`src/rtl/kamus_pkg.sv`:
```
// rtl/kamus_pkg.sv - shared fetch-unit types and constants
package kamus_pkg;

  typedef enum logic [1:0] {
    BOOT  = 2'd0,
    FETCH = 2'd1,
    DRAIN = 2'd2,
    HALT  = 2'd3
  } fetch_state_e;

  localparam int unsigned INSTR_BYTES       = 4;
  localparam logic [31:0] DEFAULT_BOOT_ADDR = 32'h0000_0000;

endpackage

```
`src/rtl/kamus_fetch_fifo.sv`:
```
// rtl/kamus_fetch_fifo.sv - 2-entry {pc, instr} buffer toward decode with flush
module kamus_fetch_fifo #(
  parameter int unsigned DEPTH = 2
) (
  input  logic        clk_i,
  input  logic        rst_i,
  input  logic        flush_i,
  input  logic        push_i,
  input  logic [31:0] push_pc_i,
  input  logic [31:0] push_data_i,
  input  logic        pop_i,
  output logic        valid_o,
  output logic [31:0] head_pc_o,
  output logic [31:0] head_data_o,
  output logic [1:0]  count_o
);

  localparam logic [1:0] DEPTH_C = 2'(DEPTH);

  logic [31:0] pc0_q, pc0_d, pc1_q, pc1_d;
  logic [31:0] dat0_q, dat0_d, dat1_q, dat1_d;
  logic [1:0]  cnt_q, cnt_d;
  logic        do_pop;

  // Entry 0 is always the head; a pop shifts entry 1 down, a push fills the first free slot.
  always_comb begin
    pc0_d  = pc0_q;
    pc1_d  = pc1_q;
    dat0_d = dat0_q;
    dat1_d = dat1_q;
    cnt_d  = cnt_q;
    do_pop = pop_i && (cnt_q != 2'd0);
    if (flush_i) begin
      cnt_d = 2'd0;
    end else begin
      if (do_pop) begin
        pc0_d  = pc1_q;
        dat0_d = dat1_q;
        cnt_d  = cnt_q - 2'd1;
      end
      if (push_i && (cnt_d < DEPTH_C)) begin
        if (cnt_d == 2'd0) begin
          pc0_d  = push_pc_i;
          dat0_d = push_data_i;
        end else begin
          pc1_d  = push_pc_i;
          dat1_d = push_data_i;
        end
        cnt_d = cnt_d + 2'd1;
      end
    end
  end

  // Storage and occupancy registers.
  always_ff @(posedge clk_i or posedge rst_i) begin
    if (rst_i) begin
      pc0_q  <= '0;
      pc1_q  <= '0;
      dat0_q <= '0;
      dat1_q <= '0;
      cnt_q  <= '0;
    end else begin
      pc0_q  <= pc0_d;
      pc1_q  <= pc1_d;
      dat0_q <= dat0_d;
      dat1_q <= dat1_d;
      cnt_q  <= cnt_d;
    end
  end

  assign valid_o     = (cnt_q != 2'd0);
  assign head_pc_o   = pc0_q;
  assign head_data_o = dat0_q;
  assign count_o     = cnt_q;

endmodule

```
`src/rtl/kamus_fetch_ctrl.sv`:
```
// rtl/kamus_fetch_ctrl.sv - fetch PC owner and imem request engine (option: KAMUS_IF_MISALIGN_EN)
module kamus_fetch_ctrl
  import kamus_pkg::*;
#(
  parameter logic [31:0] BOOT_ADDR       = DEFAULT_BOOT_ADDR,
  parameter int unsigned MAX_OUTSTANDING = 2
) (
  input  logic        clk_i,
  input  logic        rst_i,
  output logic        instr_req_o,
  output logic [31:0] instr_addr_o,
  input  logic        instr_gnt_i,
  input  logic        instr_rvalid_i,
  input  logic [31:0] instr_rdata_i,
  input  logic        redirect_i,
  input  logic [31:0] redirect_addr_i,
  output logic        instr_valid_o,
  input  logic        instr_ready_i,
  output logic [31:0] instr_val_o,
  output logic [31:0] instr_pc_o,
  output logic        instr_misaligned_o
);

  localparam logic [2:0]  MAX_OUT_C = 3'(MAX_OUTSTANDING);
  localparam logic [31:0] PC_STEP   = 32'(INSTR_BYTES);

  fetch_state_e state_q, state_d;
  logic [31:0]  fetch_pc_q, fetch_pc_d;
  logic [31:0]  pcq0_q, pcq0_d, pcq1_q, pcq1_d;
  logic [1:0]   out_cnt_q, out_cnt_d, drop_cnt_q, drop_cnt_d;
  logic [1:0]   fifo_count;
  logic         fifo_push, fifo_pop, fifo_flush;
  logic         pop_req, gnt_fire, fetch_en;
  logic [2:0]   credit_used;
  logic [31:0]  redir_tgt;
  logic         redir_misaligned;

  // A head popped this cycle frees its slot now, which keeps 1 instr/cycle with 1-cycle memory.
  assign pop_req     = instr_valid_o & instr_ready_i;
  assign fetch_en    = (state_q == FETCH) || (state_q == DRAIN);
  assign credit_used = {1'b0, out_cnt_q} + {1'b0, fifo_count} - {2'b00, pop_req};
  assign instr_req_o = fetch_en && (credit_used < MAX_OUT_C);
  assign instr_addr_o = fetch_pc_q;
  assign gnt_fire    = instr_req_o & instr_gnt_i;

`ifdef KAMUS_IF_MISALIGN_EN
  assign redir_tgt          = redirect_addr_i;
  assign redir_misaligned   = (redirect_addr_i[1:0] != 2'b00);
  assign instr_misaligned_o = (state_q == HALT);
`else
  assign redir_tgt          = redirect_addr_i & ~(PC_STEP - 32'd1);
  assign redir_misaligned   = 1'b0;
  assign instr_misaligned_o = 1'b0;
`endif

  // Next state: request/response accounting, PC tracking queue, then redirect overrides all.
  always_comb begin
    state_d    = state_q;
    fetch_pc_d = fetch_pc_q;
    pcq0_d     = pcq0_q;
    pcq1_d     = pcq1_q;
    drop_cnt_d = drop_cnt_q;
    out_cnt_d  = out_cnt_q + {1'b0, gnt_fire} - {1'b0, instr_rvalid_i};
    fifo_push  = 1'b0;
    fifo_pop   = pop_req;
    fifo_flush = 1'b0;

    if (state_q == BOOT) begin
      fetch_pc_d = BOOT_ADDR;
      state_d    = FETCH;
    end
    if (gnt_fire) begin
      fetch_pc_d = fetch_pc_q + PC_STEP;
    end

    // Granted addresses queue up in order so each response can be tagged with its PC.
    case ({instr_rvalid_i, gnt_fire})
      2'b10: pcq0_d = pcq1_q;
      2'b01: begin
        if (out_cnt_q == 2'd0) pcq0_d = fetch_pc_q;
        else                   pcq1_d = fetch_pc_q;
      end
      2'b11: begin
        if (out_cnt_q == 2'd1) begin
          pcq0_d = fetch_pc_q;
        end else begin
          pcq0_d = pcq1_q;
          pcq1_d = fetch_pc_q;
        end
      end
      default: ;
    endcase

    if (instr_rvalid_i) begin
      if (drop_cnt_q != 2'd0) drop_cnt_d = drop_cnt_q - 2'd1;
      else                    fifo_push  = 1'b1;
    end
    if ((state_q == DRAIN) && (drop_cnt_d == 2'd0)) begin
      state_d = FETCH;
    end

    // Everything still in flight after this cycle, including a same-cycle grant, is stale.
    if (redirect_i) begin
      fifo_flush = 1'b1;
      fifo_push  = 1'b0;
      fifo_pop   = 1'b0;
      drop_cnt_d = out_cnt_d;
      fetch_pc_d = redir_tgt;
      if (redir_misaligned)         state_d = HALT;
      else if (out_cnt_d != 2'd0)   state_d = DRAIN;
      else                          state_d = FETCH;
    end
  end

  // Control registers; reset drops all in-flight accounting.
  always_ff @(posedge clk_i or posedge rst_i) begin
    if (rst_i) begin
      state_q    <= BOOT;
      fetch_pc_q <= BOOT_ADDR;
      pcq0_q     <= '0;
      pcq1_q     <= '0;
      out_cnt_q  <= '0;
      drop_cnt_q <= '0;
    end else begin
      state_q    <= state_d;
      fetch_pc_q <= fetch_pc_d;
      pcq0_q     <= pcq0_d;
      pcq1_q     <= pcq1_d;
      out_cnt_q  <= out_cnt_d;
      drop_cnt_q <= drop_cnt_d;
    end
  end

  kamus_fetch_fifo #(
    .DEPTH (MAX_OUTSTANDING)
  ) u_fifo (
    .clk_i       (clk_i),
    .rst_i       (rst_i),
    .flush_i     (fifo_flush),
    .push_i      (fifo_push),
    .push_pc_i   (pcq0_q),
    .push_data_i (instr_rdata_i),
    .pop_i       (fifo_pop),
    .valid_o     (instr_valid_o),
    .head_pc_o   (instr_pc_o),
    .head_data_o (instr_val_o),
    .count_o     (fifo_count)
  );

endmodule

```
`config.mk`:
```
export PLATFORM = sky130hd
export DESIGN_NAME = kamus_fetch_ctrl
export DESIGN_NICKNAME = d
export VERILOG_FILES = /design/src/rtl/kamus_pkg.sv /design/src/rtl/kamus_fetch_fifo.sv /design/src/rtl/kamus_fetch_ctrl.sv
export SDC_FILE = /design/constraint.sdc
export NUM_CORES = 1
export LEC_CHECK = 0
export CAP_MARGIN = 40
export CORE_ASPECT_RATIO = 0.7
export CORE_UTILIZATION = 48
export CTS_BUF_LIST = sky130_fd_sc_hd__clkbuf_16
export DETAILED_ROUTE_END_ITERATION = 16
export GPL_TIMING_DRIVEN = 0
export HOLD_SLACK_MARGIN = 0.12
export PLACE_DENSITY_LB_ADDON = 0.3
export SYNTH_ARGS = -nofsm -noshare
export SYNTH_HDL_FRONTEND = slang
export SYNTH_SLANG_ARGS = --single-unit
```
`constraint.sdc`:
```
create_clock -name clk_i -period 9.9 [get_ports clk_i]
set_input_delay 1.485 -clock clk_i [delete_from_list [all_inputs] [get_ports clk_i]]
set_output_delay 1.485 -clock clk_i [all_outputs]
set_load 0.03 [all_outputs]
```
### Yosys cells after proc, flatten, opt, wreduce, memory -nomap -nowiden

Cells that the tools add are included.
W data, S select, Z words.

| storage, ports and cells | value |
|---|---|
| logic and storage cells | 84 |
| input bits | 70 |
| register bits after elaboration | 232 |
| output and inout port bits | 99 |

| cells by class | value |
|---|---|
| muxes and demuxes | 31 |
| order comparisons | 2 |
| eq/ne operators | 9 |
| add/subtract/negate cells | 8 |
| reduce and logical (&&, ||, !) cells | 19 |
| bitwise logic cells | 4 |

Operator list:

| operator | number |
|---|---|
| $mux W32 | 13 |
| $pmux W32 S3 | 1 |
| $pmux W32 S2 | 1 |
| $add A32 B3 Y32 const B | 1 |
| $mux W2 | 11 |
| $reduce_bool A3 Y1 | 3 |
| $logic_not A2 Y1 | 4 |
| $reduce_bool A2 Y1 | 4 |
| $eq A2 B1 Y1 const B | 3 |
| $eq A2 B2 Y1 const B | 3 |
| $ne A2 B2 Y1 const B | 3 |
| $reduce_and A3 Y1 | 2 |
| $mux W1 | 5 |
| $logic_and A1 B1 Y1 | 4 |
| $sub A2 B1 Y2 const B | 2 |
| $add A2 B2 Y3 | 1 |
| $lt A3 B2 Y1 const B | 1 |
| $sub A3 B1 Y3 | 1 |
| $add A2 B1 Y2 | 1 |
| $add A2 B1 Y2 const B | 1 |
| $and A1 B1 Y1 | 2 |
| $lt A2 B2 Y1 const B | 1 |
| $not A1 Y1 | 2 |
| $reduce_and A2 Y1 | 1 |
| 2 further kinds | 2 |

### Logic depth before layout (Yosys ltp)

Gate-level depths: netlist of the first run.

| depth | value |
|---|---|
| depth in word-level cells | 11 |
| depth in mapped cells | 15 |

### By module

A second synthesis of the first run with hierarchy kept.

| unflattened totals | value |
|---|---|
| cells, all modules | 886 |
| area, all modules | 10,659.0 um2 |

Modules (own cells, without submodules):

| module | seq. area each (um2) | times used | area an instance (um2) | cells an instance |
|---|---|---|---|---|
| kamus_fetch_fifo | 3,253.1 | 1 | 5,679.2 | 372 |
| kamus_fetch_ctrl | 2,427.3 | 1 | 4,979.8 | 514 |

### Worst setup path before layout of the first run

OpenSTA, ideal clock, no wires.

| path | value |
|---|---|
| kind | input to register |
| start point | input port instr_ready_i |
| end point | register pcq1_q[10] |
| arrival time | 4.356 ns |
| data required time | 9.775 ns |
| path buffers | 1 |
| setup slack | 5.419 ns |
| setup time | 0.125 ns |
| stages on the path | 12 |
| cell sequence | nor2b_4 ha_1 nand2b_1 fa_1 and3_1 nand2_1 inv_1 ha_1 mux2i_1 o22ai_1 clkbuf_1 mux2_2 |

| between the ends | value |
|---|---|
| longest elaborated chain between the ends | 8 |

RTL lines:

| what | line | text |
|---|---|---|
| start: declaration | kamus_fetch_ctrl.sv:18 | `input logic instr_ready_i,` |
| $and A1 B1 Y1 (*) | kamus_fetch_ctrl.sv:39 | `assign pop_req = instr_valid_o & instr_ready_i;` |
| $sub A3 B1 Y3 (*) | kamus_fetch_ctrl.sv:41 | `assign credit_used = {1'b0, out_cnt_q} + {1'b0, fifo_count} - {2'b00, pop_req};` |
| $lt A3 B2 Y1 (*) | kamus_fetch_ctrl.sv:42 | `assign instr_req_o = fetch_en && (credit_used < MAX_OUT_C);` |
| $logic_and A1 B1 Y1 (*) | kamus_fetch_ctrl.sv:42 |  |
| $and A1 B1 Y1 (*) | kamus_fetch_ctrl.sv:44 | `assign gnt_fire = instr_req_o & instr_gnt_i;` |
| $eq A2 B2 Y1 / $eq A2 B1 Y1 (equally long branches) | kamus_fetch_ctrl.sv:77 | `case ({instr_rvalid_i, gnt_fire})` |
| $ne A2 B2 Y1 (no line) / $reduce_bool A2 Y1 (equally long branches) | -- |  |
| $reduce_and A3 Y1 (no line) | -- |  |
| end signal: assignment | kamus_fetch_ctrl.sv:128 | `pcq1_q <= pcq1_d;` |
| end: declaration | kamus_fetch_ctrl.sv:29 | `logic [31:0] pcq0_q, pcq0_d, pcq1_q, pcq1_d;` |

Every way passes the cells marked *; elsewhere a longest branch is shown, timed or not.
A chain may end at the register's enable or synchronous reset.

### Worst setup path after layout of the first run

| path | value |
|---|---|
| start point | input port instr_ready_i |
| end point | output port instr_req_o |

| between the ends | value |
|---|---|
| longest elaborated chain between the ends | 4 |

RTL lines:

| what | line | text |
|---|---|---|
| $and A1 B1 Y1 | kamus_fetch_ctrl.sv:39 |  |
| $sub A3 B1 Y3 | kamus_fetch_ctrl.sv:41 |  |
| $lt A3 B2 Y1 | kamus_fetch_ctrl.sv:42 |  |
| $logic_and A1 B1 Y1 | kamus_fetch_ctrl.sv:42 |  |
| end: declaration | kamus_fetch_ctrl.sv:10 | `output logic instr_req_o,` |

Every way passes these cells.

==> metrics.txt, run 1 <==
number of synthesized register bits=roughly 230; Worst Setup Start Kind=input port; total wire length=between 20 and 30 mm; class of the tightest hold or removal check=register to register; Setup Total Neg Slack=0 ns; layout overhead on the synthesized area=26.2%; DRC violations left=0; worst-case setup slack after placement=4.25 ns; width of the die=177 µm; antenna violation net count after detailed routing=0; gp weighted congestion=0.885; unrepaired setup endpoints after global routing=no; status=finished clean; number of distinct library cells after synthesis=50; Post-DP HPWL=about 18 mm; htree depth=1; Starting DRT DRC Count=647; sum of routed wire segments on met1=12.8 mm; Worst Clk Skew=0.00981 ns; synthesized area per cell=approximately 11 µm²; Least-Margin Pin Slew=0.903 ns; final setup vio count=0; initial core utilization=49.4%; Clk Latency, worst-skew pair=0.51 ns; Data required, critical path=8.42 ns; Synth Instances=roughly 900; CTS tree=done; minimum clock period=around 5.6 ns; Critical Path Fanout Max=5; total met3 wirelength after detailed routing=1.90 mm; TritonCTS Buffers=23; met2 layer wire length in the routed design=11.1 mm; die height=125 µm; netlist area before placement=slightly above 10000 µm²; Die ar.=22100 µm²; sort of element at the end of the critical path=output port; Max rail drop VDD=roughly 0.18 mV; number of global-route vias before repair=7959; first-pass detailed-route iteration total=5; initial antenna violation count=0; Ports=around 170; pin count of the biggest net entering global routing=123; final slew viol count=0; post-cts resize count=0; number of max-cap violations=0; mean number of vias per cell=5.67; fraction of synthesis flops using an asynchronous set or reset pin=100%; Critical Setup Path Class=input port to output port; clock-pin slew of the registers on the worst-case setup and hold paths=0.06 ns; highest routing layer actually used=met4; overall global routing resource usage=24.5%; upper clock frequency limit=179 MHz; P per Cell Area=344 nW/µm²; # diodes=0; total setup buffers inserted after CTS=0; global route overflow=0; Max clock buf depth=3; post-DR wirelength/cell=~19 µm; number of hold buffers added after cts=0; critical path data arrival time=about 4.1 ns; vias after detailed routing=roughly 8000; clock root cell=sky130_fd_sc_hd__clkbuf_16; setup slack after layout=4.32 ns; final hold violation count=0; leakage power=5.51 nW; part of the Yosys area used for sequential elements=54.9%; CTS sink cnt=226; synthesis warning total=0; Synth Flop Type=sky130_fd_sc_hd__dfrtp_1; share of final-layout standard cells stronger than drive strength 1=around an eighth; post-route fraction of the period consumed by the critical path=56.4%; port bufs=about 160; final net count=1197; standard cell core area=20900 µm²; std cell rows=44; global-route wire length before repair=42.9 mm; remaining max-slew budget at the tightest pin=39.3%; EDFF count, synth=0
==> cells by family (layout without fill, tap and decap cells) <==
| family | after synthesis | after routing | share of synthesized area [%] |
|---|---|---|---|
| buffers and inverters | 81 | 285 | 3.65 |
| xor gates and xnor gates | 18 | 18 | 1.53 |
| muxes | 156 | 156 | 16.2 |
| adders and majority gates | 13 | 13 | 1.65 |
| other | 1 | 3 | 0.0364 |
| DFF | 226 | 226 | 54.9 |
| and+or+nand+nor | 216 | 216 | 9.92 |
| AOI/OAI and AO/OA | 212 | 212 | 12.1 |
==> state kept, by name, indices dropped and copies added (netlist names) <==
signal	flops
out_cnt_q	2
drop_cnt_q	2
u_fifo.count_o	2
state_q	2
pcq0_q	31
u_fifo.head_pc_o	32
u_fifo.head_data_o	32
u_fifo.pc1_q	31
instr_addr_o	30
u_fifo.dat1_q	32
pcq1_q	30
==> worst max-delay path, cell delays in order <==
cell,delay (ns)
sky130_fd_sc_hd__clkdlybuf4s50_1,0.46
sky130_fd_sc_hd__nor2b_4,0.22
sky130_fd_sc_hd__ha_1,0.26
sky130_fd_sc_hd__nand2b_1,0.15
sky130_fd_sc_hd__fa_1,0.43
sky130_fd_sc_hd__xor2_1,0.23
sky130_fd_sc_hd__and3_1,0.19
sky130_fd_sc_hd__clkdlybuf4s50_1,0.66
==> path summary, 6_finish.rpt <==
check,from,to,slack (ns),depth (start not counted)
setup reg to reg,u_fifo.count_o[0],pcq1_q[27],5.45,14
hold / removal,u_fifo.dat1_q[26],u_fifo.dat1_q[26],0.49,1
hold reg to reg,u_fifo.dat1_q[26],u_fifo.dat1_q[26],0.49,1
setup / recovery,instr_ready_i,instr_req_o,4.32,8
max in group asynchronous,rst_i,state_q[0],7.31,3
min in group asynchronous,rst_i,u_fifo.dat1_q[11],1.51,2
==> metrics by stage <==
stage          util, %  power (W)  cells  area, µm²  hold slack (ns)
2_1_floorplan        -    0.00293    925      10300            0.450
3_3_place_gp      58.9    0.00361   1364      12300            0.464
3_5_place_dp      59.1    0.00367   1365      12300            0.471
4_1_cts           62.3    0.00449   1405      13000            0.484
5_1_grt           62.3    0.00476   1405      13000            0.514
6_report          62.3    0.00447   1405      13000            0.488
==> metal layers <==
metal	vias up	global-route usage, %
li1	3658	-
met1	3986	38.6
met2	277	35.1
met3	43	4.55
met4	0	4.72
met5	-	0
==> Yosys cell counts (all sizes together) (3+ instances only) <==
library cell	number	area share [%]
a31oi	3	0.18
nand3	14	0.68
and4	3	0.25
o311ai	3	0.25
nand2	37	1.3
nor2b	4	0.32
nor3b	4	0.29
nor4	5	0.59
inv	19	0.69
o21ai	37	1.8
dfrtp	226	55
a41oi	4	0.34
mux2i	66	6.4
a22oi	37	2.7
xor2	11	0.93
nand4	9	0.55
o221ai	4	0.34
and3	13	0.79
nor2	112	4.1
nor3	5	0.29
buf	24	1.6
a221oi	3	0.25
nand2b	3	0.18
a21oi	109	5.3
mux2	90	9.8
xnor2	7	0.59
ha	12	1.5
and2	3	0.18
clkbuf	38	1.4
==> cell type report <==
type	instances	area [µm²]
Fill cell	1775	7860
Sequential cell	226	5660
Multi-Input combinational cell	618	4280
Timing Repair Buffer	164	1660
Clock buffer	23	576
Tap cell	276	345
Buffer	62	305
Clock inverter	17	108
Inverter	19	78.8
==> report_power, final <==
| group | internal, W | switching, W |
|---|---|---|
| registers | 0.00136 | 0.000331 |
| logic | 0.000881 | 0.00109 |
| clock network | 0.000448 | 0.000357 |
==> cells in the final DEF, fill, tap and decap left out, drive strengths merged, types with 14 or more instances in the layout <==
master         Yosys  routed
a21oi            109     109
a22oi             37      37
buf               24      25
clkbuf            38      61
clkdlybuf4s50      0     163
dfrtp            226     226
inv               19      21
mux2              90      90
mux2i             66      66
nand2             37      37
nand3             14      14
nor2             112     112
o21ai             37      37
Note: power is estimated with default switching activity, not from simulation.
==> run 2, diff against run 1 <==
Clock period 9.9 ns to 5.8 ns, I/O delays scaled along.
==> metrics.txt, run 2 (synthesized netlist as in run 1, its figures left out) <==
width of the die=177 µm (unchanged); Max clock buf depth=3 (unchanged); class of the tightest hold or removal check=register to register (unchanged); final setup vio count=0 (unchanged); number of hold buffers added after cts=0 (unchanged); vias after detailed routing=7919 (was 7964); Post-DP HPWL=18.8 mm (was 18.4 mm); FF-to-FF path depth=14 (unchanged); fraction of power spent switching nets=39.0% (was 39.8%); Clk Latency, worst-skew pair=0.50 ns (was 0.51 ns); CTS sink cnt=226 (unchanged); remaining max-slew budget at the tightest pin=41.6% (was 39.3%); Critical R2R Launch=u_fifo.count_o[0] (unchanged); standard cell core area=20900 µm² (unchanged); logic gate share of total power=43.4% (was 44.1%); multi-input gate area in the final layout=4280 µm² (unchanged); Layout Utilization=63.3% (was 62.3%); final net count=1204 (was 1197); final hold violation count=0 (unchanged); std cell rows=44 (unchanged); Starting DRT DRC Count=719 (was 647); post-cts resize count=0 (unchanged); layout overhead on the synthesized area=28.1% (was 26.2%); upper clock frequency limit=212 MHz; number of fillers in the final layout=1676 (was 1775); mean number of vias per cell=5.61 (was 5.67); P_sw=0.00303 W (was 0.00178 W); final slew viol count=0 (unchanged); total wire length=26.2 mm (about the same); P per Cell Area=588 nW/µm² (was 344 nW/µm²); antenna violation net count after detailed routing=0 (unchanged); total setup buffers inserted after CTS=0 (unchanged); port bufs=163 (unchanged); Max rail drop VDD=0.283 mV (was 0.177 mV); Worst Setup Start Kind=input port (unchanged); clock root cell=sky130_fd_sc_hd__clkbuf_16 (unchanged); Critical Setup Path Class=input port to register (was input port to output port); Data required, critical path=6.18 ns (was 8.42 ns); most common cell after layout, fill and taps aside=sky130_fd_sc_hd__dfrtp_1 (unchanged); global-route wire length before repair=42.7 mm (was 42.9 mm); leakage power=5.61 nW (was 5.51 nW); post-DR wirelength/cell=18.6 µm (was 18.7 µm); number of max-cap violations=0 (unchanged); post-route fraction of the period consumed by the critical path=between 80% and 90%; CP startpoint=instr_ready_i (unchanged); htree depth=1 (unchanged); unrepaired setup endpoints after global routing=no (unchanged); Internal Power=0.00474 W (was 0.00269 W); Setup Total Neg Slack=0 ns (unchanged); Least-Margin Pin Slew=0.876 ns (was 0.903 ns); combined flip-flop and latch cell area=5660 µm² (unchanged); sort of element at the end of the critical path=register (was output port); status=finished clean (unchanged); critical path data arrival time=5.10 ns (was 4.10 ns); reg-to-reg endpoint=pcq1_q[25] (was pcq1_q[27]); DRC violations left=0 (unchanged); Worst Clk Skew=0.00711 ns (was 0.00981 ns); initial core utilization=49.4% (unchanged); CTS tree=done (unchanged); Ports=169 (unchanged); sequential share of power=37.3% (was 37.9%); first-pass detailed-route iteration total=5 (unchanged); portion of total power attributed to the clock network=19.2% (was 18.0%); clock-pin slew of the registers on the worst-case setup and hold paths=0.06 ns (about the same); R2R setup slack=1.21 ns (was 5.45 ns); crit path capture=pcq1_q[25] (was instr_req_o); pin count of the biggest net entering global routing=37 (was 123); most used cells in the layout excluding fill and tap cells=226 x sky130_fd_sc_hd__dfrtp_1, 163 x sky130_fd_sc_hd__clkdlybuf4s50_1, 112 x sky130_fd_sc_hd__nor2_1 (unchanged); initial antenna violation count=0 (unchanged); Critical Path Fanout Max=10 (was 5); overall global routing resource usage=24.3% (was 24.5%); minimum clock period=4.72 ns; # diodes=0 (unchanged); number of global-route vias before repair=7828 (was 7959); die height=125 µm (unchanged); global route overflow=0 (unchanged); gp weighted congestion=0.876 (was 0.885); Die ar.=22100 µm² (unchanged); share of final-layout standard cells stronger than drive strength 1=12.9% (was 12.7%); TritonCTS Buffers=23 (unchanged)
-- run 2: changes by cell type in the layout (fill, tap and decap cells not counted) --
cell and delta:
sky130_fd_sc_hd__buf_12 +6, sky130_fd_sc_hd__clkinv_2 -5, sky130_fd_sc_hd__inv_1 +4, sky130_fd_sc_hd__bufinv_16 +3, sky130_fd_sc_hd__buf_6 +1, sky130_fd_sc_hd__clkinv_1 -1, sky130_fd_sc_hd__inv_8 -1
-- run 2: worst min path at each step --
stage          depth (start not counted)  slack (ns)                 to              start
3_3_place_gp                           2        0.46         pcq1_q[17]         pcq1_q[17]
4_1_cts                                2        0.49         pcq1_q[20]         pcq1_q[20]
6_report                               2        0.48         pcq1_q[30]         pcq1_q[30]
5_1_grt                                1        0.50  u_fifo.dat1_q[11]  u_fifo.dat1_q[11]
2_1_floorplan                          2        0.45         pcq1_q[17]         pcq1_q[17]
3_5_place_dp                           2        0.47         pcq1_q[20]         pcq1_q[20]
-- run 2: power groups by stage --
stage / Sequential (W) / Clock [W] / Combinational (W)
6_report: 0.00290 / 0.00149 / 0.00337
5_1_grt: 0.00298 / 0.00159 / 0.00367
4_1_cts: 0.00288 / 0.00153 / 0.00338
3_5_place_dp: 0.00290 / 0 / 0.00336
3_3_place_gp: 0.00288 / 0 / 0.00327
2_1_floorplan: 0.00332 / 0 / 0.00169
-- run 2: routing by layer --
layer / GRT usage, % / share of wire (%) / vias up
li1: - / - / 3687
met1: 37.9 / 49 / 3914
met2: 35.5 / 43 / 272
met3: 3.91 / 6.5 / 46
met4: 5.17 / 2.1 / 0
met5: 0 / 0 / -
-- run 2: critical path, stage by stage --
cell                              delay (ns)
sky130_fd_sc_hd__clkdlybuf4s50_1        0.46
sky130_fd_sc_hd__nor2b_4                0.23
sky130_fd_sc_hd__ha_1                   0.26
sky130_fd_sc_hd__nand2b_1               0.15
sky130_fd_sc_hd__fa_1                   0.52
sky130_fd_sc_hd__and3_1                 0.19
sky130_fd_sc_hd__nand2_1                0.18
sky130_fd_sc_hd__inv_1                  0.33
sky130_fd_sc_hd__ha_1                   0.30
sky130_fd_sc_hd__mux2i_1                0.10
sky130_fd_sc_hd__o22ai_1                0.54
sky130_fd_sc_hd__clkbuf_1               0.55
sky130_fd_sc_hd__mux2_2                 0.41
-- run 2: metrics by stage --
step	instance area [µm²]	worst slack [ns]	hold slack [ns]	instances	power [W]
3_3_place_gp	12300	0.211	0.464	1364	0.00616
3_5_place_dp	12500	0.687	0.471	1372	0.00627
6_report	13200	1.08	0.485	1412	0.00777
5_1_grt	13200	0.877	0.505	1412	0.00823
2_1_floorplan	10300	1.93	0.450	925	0.00500
4_1_cts	13200	1.19	0.485	1412	0.00779
-- run 2: area by class of cell --
| type | instances | area share (%) |
|---|---|---|
| plain buffers | 62 | 2.31 |
| clock buffers | 23 | 4.36 |
| clock inverters | 17 | 1.34 |
| inverters | 19 | 0.569 |
| multi-input cells | 618 | 32.4 |
| flip-flops and latches | 226 | 42.8 |
| well taps | 276 | 2.62 |
| repair buffers | 171 | 13.6 |
